## config.mk

```make
export PLATFORM = sky130hd
export DESIGN_NAME = mold_msg_mask_sched
export DESIGN_NICKNAME = d
export VERILOG_FILES = /design/src/rtl/mold_msg_mask_sched.sv
export SDC_FILE = /design/constraint.sdc
export NUM_CORES = 1
export LEC_CHECK = 0
export BUFFER_PORTS_ARGS = -buffer_cell sky130_fd_sc_hd__buf_2
export CORE_UTILIZATION = 45
export DETAILED_ROUTE_END_ITERATION = 8
export PLACE_DENSITY = 0.7
export SETUP_SLACK_MARGIN = 0.1
export SLEW_MARGIN = 10
export SYNTH_ARGS = -nofsm -noshare
export SYNTH_HDL_FRONTEND = slang
export SYNTH_SLANG_ARGS = --single-unit
```

## constraint.sdc

```tcl
create_clock -name clk -period 3.7 [get_ports clk]
set_input_delay 0.74 -clock clk [delete_from_list [all_inputs] [get_ports clk]]
set_output_delay 0.74 -clock clk [all_outputs]
set_load 0.1 [all_outputs]
```

## src/rtl/mold_msg_mask_sched.sv

```systemverilog
// rtl/mold_msg_mask_sched.sv - per-beat byte count and keep-mask scheduler for MoldUDP64 payloads
// Optional length check: define MOLD_MSG_SCHED_OVERSIZE_CHK_EN to add oversize_o.
module mold_msg_mask_sched #(
    parameter int KEEP_W  = 8,
    parameter int KEEP_LW = 4,
    parameter int ML_W    = 16
`ifdef MOLD_MSG_SCHED_OVERSIZE_CHK_EN
    ,
    parameter int MAX_MSG_LEN = 1500
`endif
) (
    input  logic               clk,
    input  logic               reset,
    input  logic               start_v_i,
    input  logic [ML_W-1:0]    start_len_i,
    output logic               start_ready_o,
    input  logic               beat_ready_i,
    output logic               beat_v_o,
    output logic [KEEP_LW-1:0] beat_len_o,
    output logic [KEEP_W-1:0]  beat_mask_o,
    output logic               beat_last_o
`ifdef MOLD_MSG_SCHED_OVERSIZE_CHK_EN
    ,
    output logic               oversize_o
`endif
);

    typedef enum logic {
        IDLE = 1'b0,
        DATA = 1'b1
    } state_e;

    localparam logic [ML_W-1:0]    KEEP_W_ML = ML_W'(KEEP_W);
    localparam logic [KEEP_LW-1:0] KEEP_W_LW = KEEP_LW'(KEEP_W);

    state_e            state_q, state_d;
    logic [ML_W-1:0]   rem_q, rem_d;
    logic              ovs_q, ovs_d;
    logic              beat_fire;
    logic              start_fire;
    logic              reject;

    // Beat outputs are decoded from flops only so a stalled beat never moves.
    always_comb begin
        beat_v_o    = (state_q == DATA);
        beat_len_o  = '0;
        beat_last_o = 1'b0;
        if (state_q == DATA) begin
            beat_len_o  = (rem_q >= KEEP_W_ML) ? KEEP_W_LW : rem_q[KEEP_LW-1:0];
            beat_last_o = (rem_q <= KEEP_W_ML);
        end
    end

    always_comb begin
        beat_mask_o = '0;
        for (int i = 0; i < KEEP_W; i++) begin
            beat_mask_o[i] = (beat_len_o > KEEP_LW'(i));
        end
    end

    assign beat_fire     = beat_v_o & beat_ready_i;
    assign start_ready_o = ~reset & ((state_q == IDLE) | (beat_fire & beat_last_o));
    assign start_fire    = start_v_i & start_ready_o;

`ifdef MOLD_MSG_SCHED_OVERSIZE_CHK_EN
    assign reject     = (32'(start_len_i) > MAX_MSG_LEN);
    assign oversize_o = ovs_q;
`else
    assign reject     = 1'b0;
`endif

    always_comb begin
        state_d = state_q;
        rem_d   = rem_q;
        ovs_d   = 1'b0;
        if (beat_fire) begin
            rem_d = rem_q - {{(ML_W-KEEP_LW){1'b0}}, beat_len_o};
            if (beat_last_o) begin
                state_d = IDLE;
            end
        end
        // A start taken on the last-beat handshake overrides the return to IDLE.
        if (start_fire) begin
            if (reject) begin
                ovs_d   = 1'b1;
                state_d = IDLE;
            end else begin
                rem_d   = start_len_i;
                state_d = DATA;
            end
        end
    end

    always_ff @(posedge clk) begin
        if (reset) begin
            state_q <= IDLE;
            rem_q   <= '0;
            ovs_q   <= 1'b0;
        end else begin
            state_q <= state_d;
            rem_q   <= rem_d;
            ovs_q   <= ovs_d;
        end
    end

`ifndef MOLD_MSG_SCHED_OVERSIZE_CHK_EN
    logic unused_ovs;
    assign unused_ovs = ovs_q;
`endif

endmodule

```

==> summary.md <==
| Metric | Value |
|---|---|
| Number of fillers in the final layout | `255` |
| Hold_sp | `rem_q[6]` |
| Detailed placement HPWL | `2600 um` |
| Antenna-violating nets left | `0` |
| Max Cap Viol | `0` |
| RD Place Congestion | `0.876` |
| Critical path launch point type | `flop` |
| Final core utilization | `57.2%` |
| Port Buf Inserts | `34` |
| Power per cell area | `425 nW/um^2` |
| Number of global-route vias before repair | `1214` |
| Pleak | `0.636 nW` |
| CP Max Fanout | `6` |
| Total congestion overflow | `0` |
| Slowest stage delay, CP | `0.50 ns` |
| Largest area contributor in the netlist | `dfxtp_1` |
| Antenna diodes | `0` |
| Final net count | `219` |
| IO Pins | `35` |
| Area grow syn2layout | `21.4%` |
| Via-to-Cell Ratio | `5.76` |
| Hold-fix buffers at CTS | `0` |
| Setup bufs post-CTS | `0` |
| Share of layout cells above drive strength 1 | `31.4%` |
| Die Area | `3080 um^2` |
| Post-route setup TNS | `0 ns` |
| Initial DRC Count | `26` |
| Htree depth | `1` |
| Critical path type | `flop to flop` |
| Clock buffer depth | `2` |
| Inst Count DP | `221` |
| Xor and xnor area share after synthesis | `7.48%` |
| Slew margin rel. | `66.6%` |
| Largest net degree at the start of global routing | `20` |
| Share of the synthesized area in the top cell type | `26.4%` |
| Sequential share of power | `35.9%` |
| Minimum clock period | `3.21 ns` |
| Clock power share | `15.6%` |
| Post-synthesis simple-gate area fraction | `26.2%` |
| CTS clk-pin slew, worst paths | `0.10 ns` |
| CP required | `3.93 ns` |
| First-pass GRT wire length | `5550 um` |
| Compound-Gate Fraction of Synth Area | `27.5%` |
| Synth cell count leaders | `23 x nor2_1, 17 x dfxtp_1, 12 x a211oi_1, 12 x a21oi_1, 11 x nand2_1` |
| Root buf cell | `clkbuf_4` |
| Max Slew Vio Count | `0` |
| Synthesized area | `1290 um^2` |
| Initial antenna violation count | `0` |
| Area after DPL | `1540 um^2` |
| VDD IR max | `273 uV` |
| Yosys reg bits | `17` |
| Synth area leaders | `dfxtp_1 26%, a211oi_1 7.0%, nor2_1 6.7%` |
| Post-synthesis mux area share | `2.33%` |
| Cell with the most instances after synthesis | `nor2_1` |
| Final setup fails | `0` |
| Comb pwr share | `48.5%` |
| Syn_area_per_cell | `7.90 um^2` |
| Clk_lat worst skew | `0.30 ns` |
| First-pass iteration count of the detailed router | `4` |
| FF/Latch Area | `347 um^2` |
| Pre-CTS setup slack | `0.567 ns` |
| R2r setup slk | `0.49 ns` |
| Outcome | `finished, final reports clean` |
| Crit end category | `flop` |
| Post-synth EDFFs | `0` |
| Routed WL | `3300 um` |
| Drt drc | `0` |
| Initial Util | `47.1%` |
| Achievable Freq | `0.312 GHz` |
| CP delay by family, top | `simple AND/OR/NAND/NOR gates` |
| Unrepaired setup endpoints after global routing | `false` |
| Count of final hold-check violations | `0` |
| Non-filler instance count after layout | `225` |
| Gr usage total | `22.5%` |
| Hold Worst Slack | `0.587 ns` |
| Yosys warning total | `0` |
| CP arrival | `3.44 ns` |
| Worst setup margin | `0.491 ns` |
| Die Wd | `55.5 um` |
| Setup crit start | `rem_q[5]` |
| Worst Hold Class | `flop to flop` |
| Core area | `2730 um^2` |
| Critical path, cell by cell | `nor4_2, nand4_1, nor2_1, nand3_1, ha_1, a21oi_1, nand3_1, a2111oi_1, xnor2_1, a211oi_2` |
| Die Y | `55.5 um` |
| Cts repair resizes | `0` |
| CP max stage cell | `a2111oi_1` |
| Total power draw | `663 uW` |
| Drt wl/cell | `14.6 um` |
| Post-Synthesis Cells | `163` |
| Via Count | `1297` |
| CP most frequent cell | `nand3_1` |
| Sw frac | `49.5%` |
| Async SR Flop Fraction | `0%` |
| Worst Tran Pin Value | `0.499 ns` |
| Power Internal | `335 uW` |
| Area of the multi-input gates | `935 um^2` |
| FF-to-FF Start | `rem_q[5]` |
| Sequential share of the synthesized area | `26.4%` |
| Syn Nets | `187` |
| Final worst path period share | `86.7%` |
| Total CTS buffers | `3` |
| Synth Area in Adders | `4.47%` |
| Clock skew | `0.00237 ns` |
| Buf/Inv on CP | `0` |
| Post-route cell area | `1560 um^2` |
| Synth Flop Type | `dfxtp_1` |
| Largest family of logic cells by synthesized area | `compound AO/OA/AOI/OAI gates` |
| CTS sink count | `17` |
| Sw Pwr | `328 uW` |
| Yosys cell types | `44` |
| Num rows | `19` |
| TritonCTS clock tree | `yes` |
-- area by class of cell --
| cell class | instances | share of cell area (%) |
|---|---|---|
| clock buffers | 3 | 1.44 |
| clock inverters | 1 | 0.320 |
| well taps | 31 | 2.48 |
| inverters | 8 | 1.92 |
| multi-input cells | 129 | 59.8 |
| flip-flops and latches | 17 | 22.2 |
| repair buffers | 36 | 11.8 |
-- worst register-to-register path: stages, from the launching register on --
cell	delay, ns
dfxtp_1	0.38
nor4_2	0.39
nand4_1	0.20
nor2_1	0.33
nand3_1	0.16
ha_1	0.39
a21oi_1	0.25
nand3_1	0.22
a2111oi_1	0.50
xnor2_1	0.13
a211oi_2	0.21
-- layout by cell type (no fill, tap or decap), types with 2 or more instances in the layout --
| cell type | instances |
|---|---|
| a211oi_1 | 9 |
| buf_2 | 34 |
| nand2b_1 | 3 |
| xor2_1 | 2 |
| dfxtp_2 | 2 |
| o31ai_1 | 2 |
| buf_4 | 2 |
| or4_1 | 2 |
| mux2i_1 | 3 |
| clkbuf_4 | 3 |
| o31a_1 | 2 |
| a31oi_1 | 3 |
| nand3_1 | 5 |
| a311oi_1 | 2 |
| ha_1 | 2 |
| o21ai_0 | 5 |
| dfxtp_1 | 14 |
| inv_1 | 7 |
| or3_1 | 2 |
| nor3_1 | 2 |
| nor4_4 | 2 |
| and2_1 | 2 |
| nand2_1 | 11 |
| o21a_1 | 2 |
| a211oi_2 | 5 |
| a21oi_1 | 11 |
| xnor2_1 | 9 |
| nor2_1 | 23 |
-- power groups by stage --
stage | registers, mW | clock network, mW | logic (mW)
global route | 0.242 | 0.113 | 0.344
detailed placement | 0.241 | 0 | 0.320
finish | 0.238 | 0.103 | 0.322
CTS | 0.237 | 0.103 | 0.322
floorplan | 0.235 | 0 | 0.265
global placement | 0.240 | 0 | 0.313
-- worst paths after layout --
check              endpoint  depth (start not counted)
hold / removal     rem_q[6]                          2
hold reg to reg    rem_q[6]                          2
setup reg to reg  rem_q[11]                         10
setup / recovery  rem_q[11]                         10
-- logic make-up (layout without fill, tap and decap cells) --
| group | Yosys count | count (layout) |
|---|---|---|
| AOI/OAI and AO/OA | 48 | 48 |
| xor gates and xnor gates | 11 | 11 |
| adders and majority gates | 4 | 4 |
| buffers and inverters | 17 | 48 |
| DFF | 17 | 17 |
| muxes | 3 | 3 |
| and+or+nand+nor | 63 | 63 |
-- layer usage --
layer  vias up  track usage [%]  routed length (um)
li1        662                -                   -
met1       596             29.1                1450
met2        35             38.2                1650
met3         4             5.39                 171
met4         0             4.29                  27
met5         -                0                   0
-- sequential cells by signal, indices dropped and copies added, names as in the netlist --
| signal | cells |
|---|---|
| rem_q | 16 |
| beat_v_o | 1 |
(Power assumes the default switching activity.)
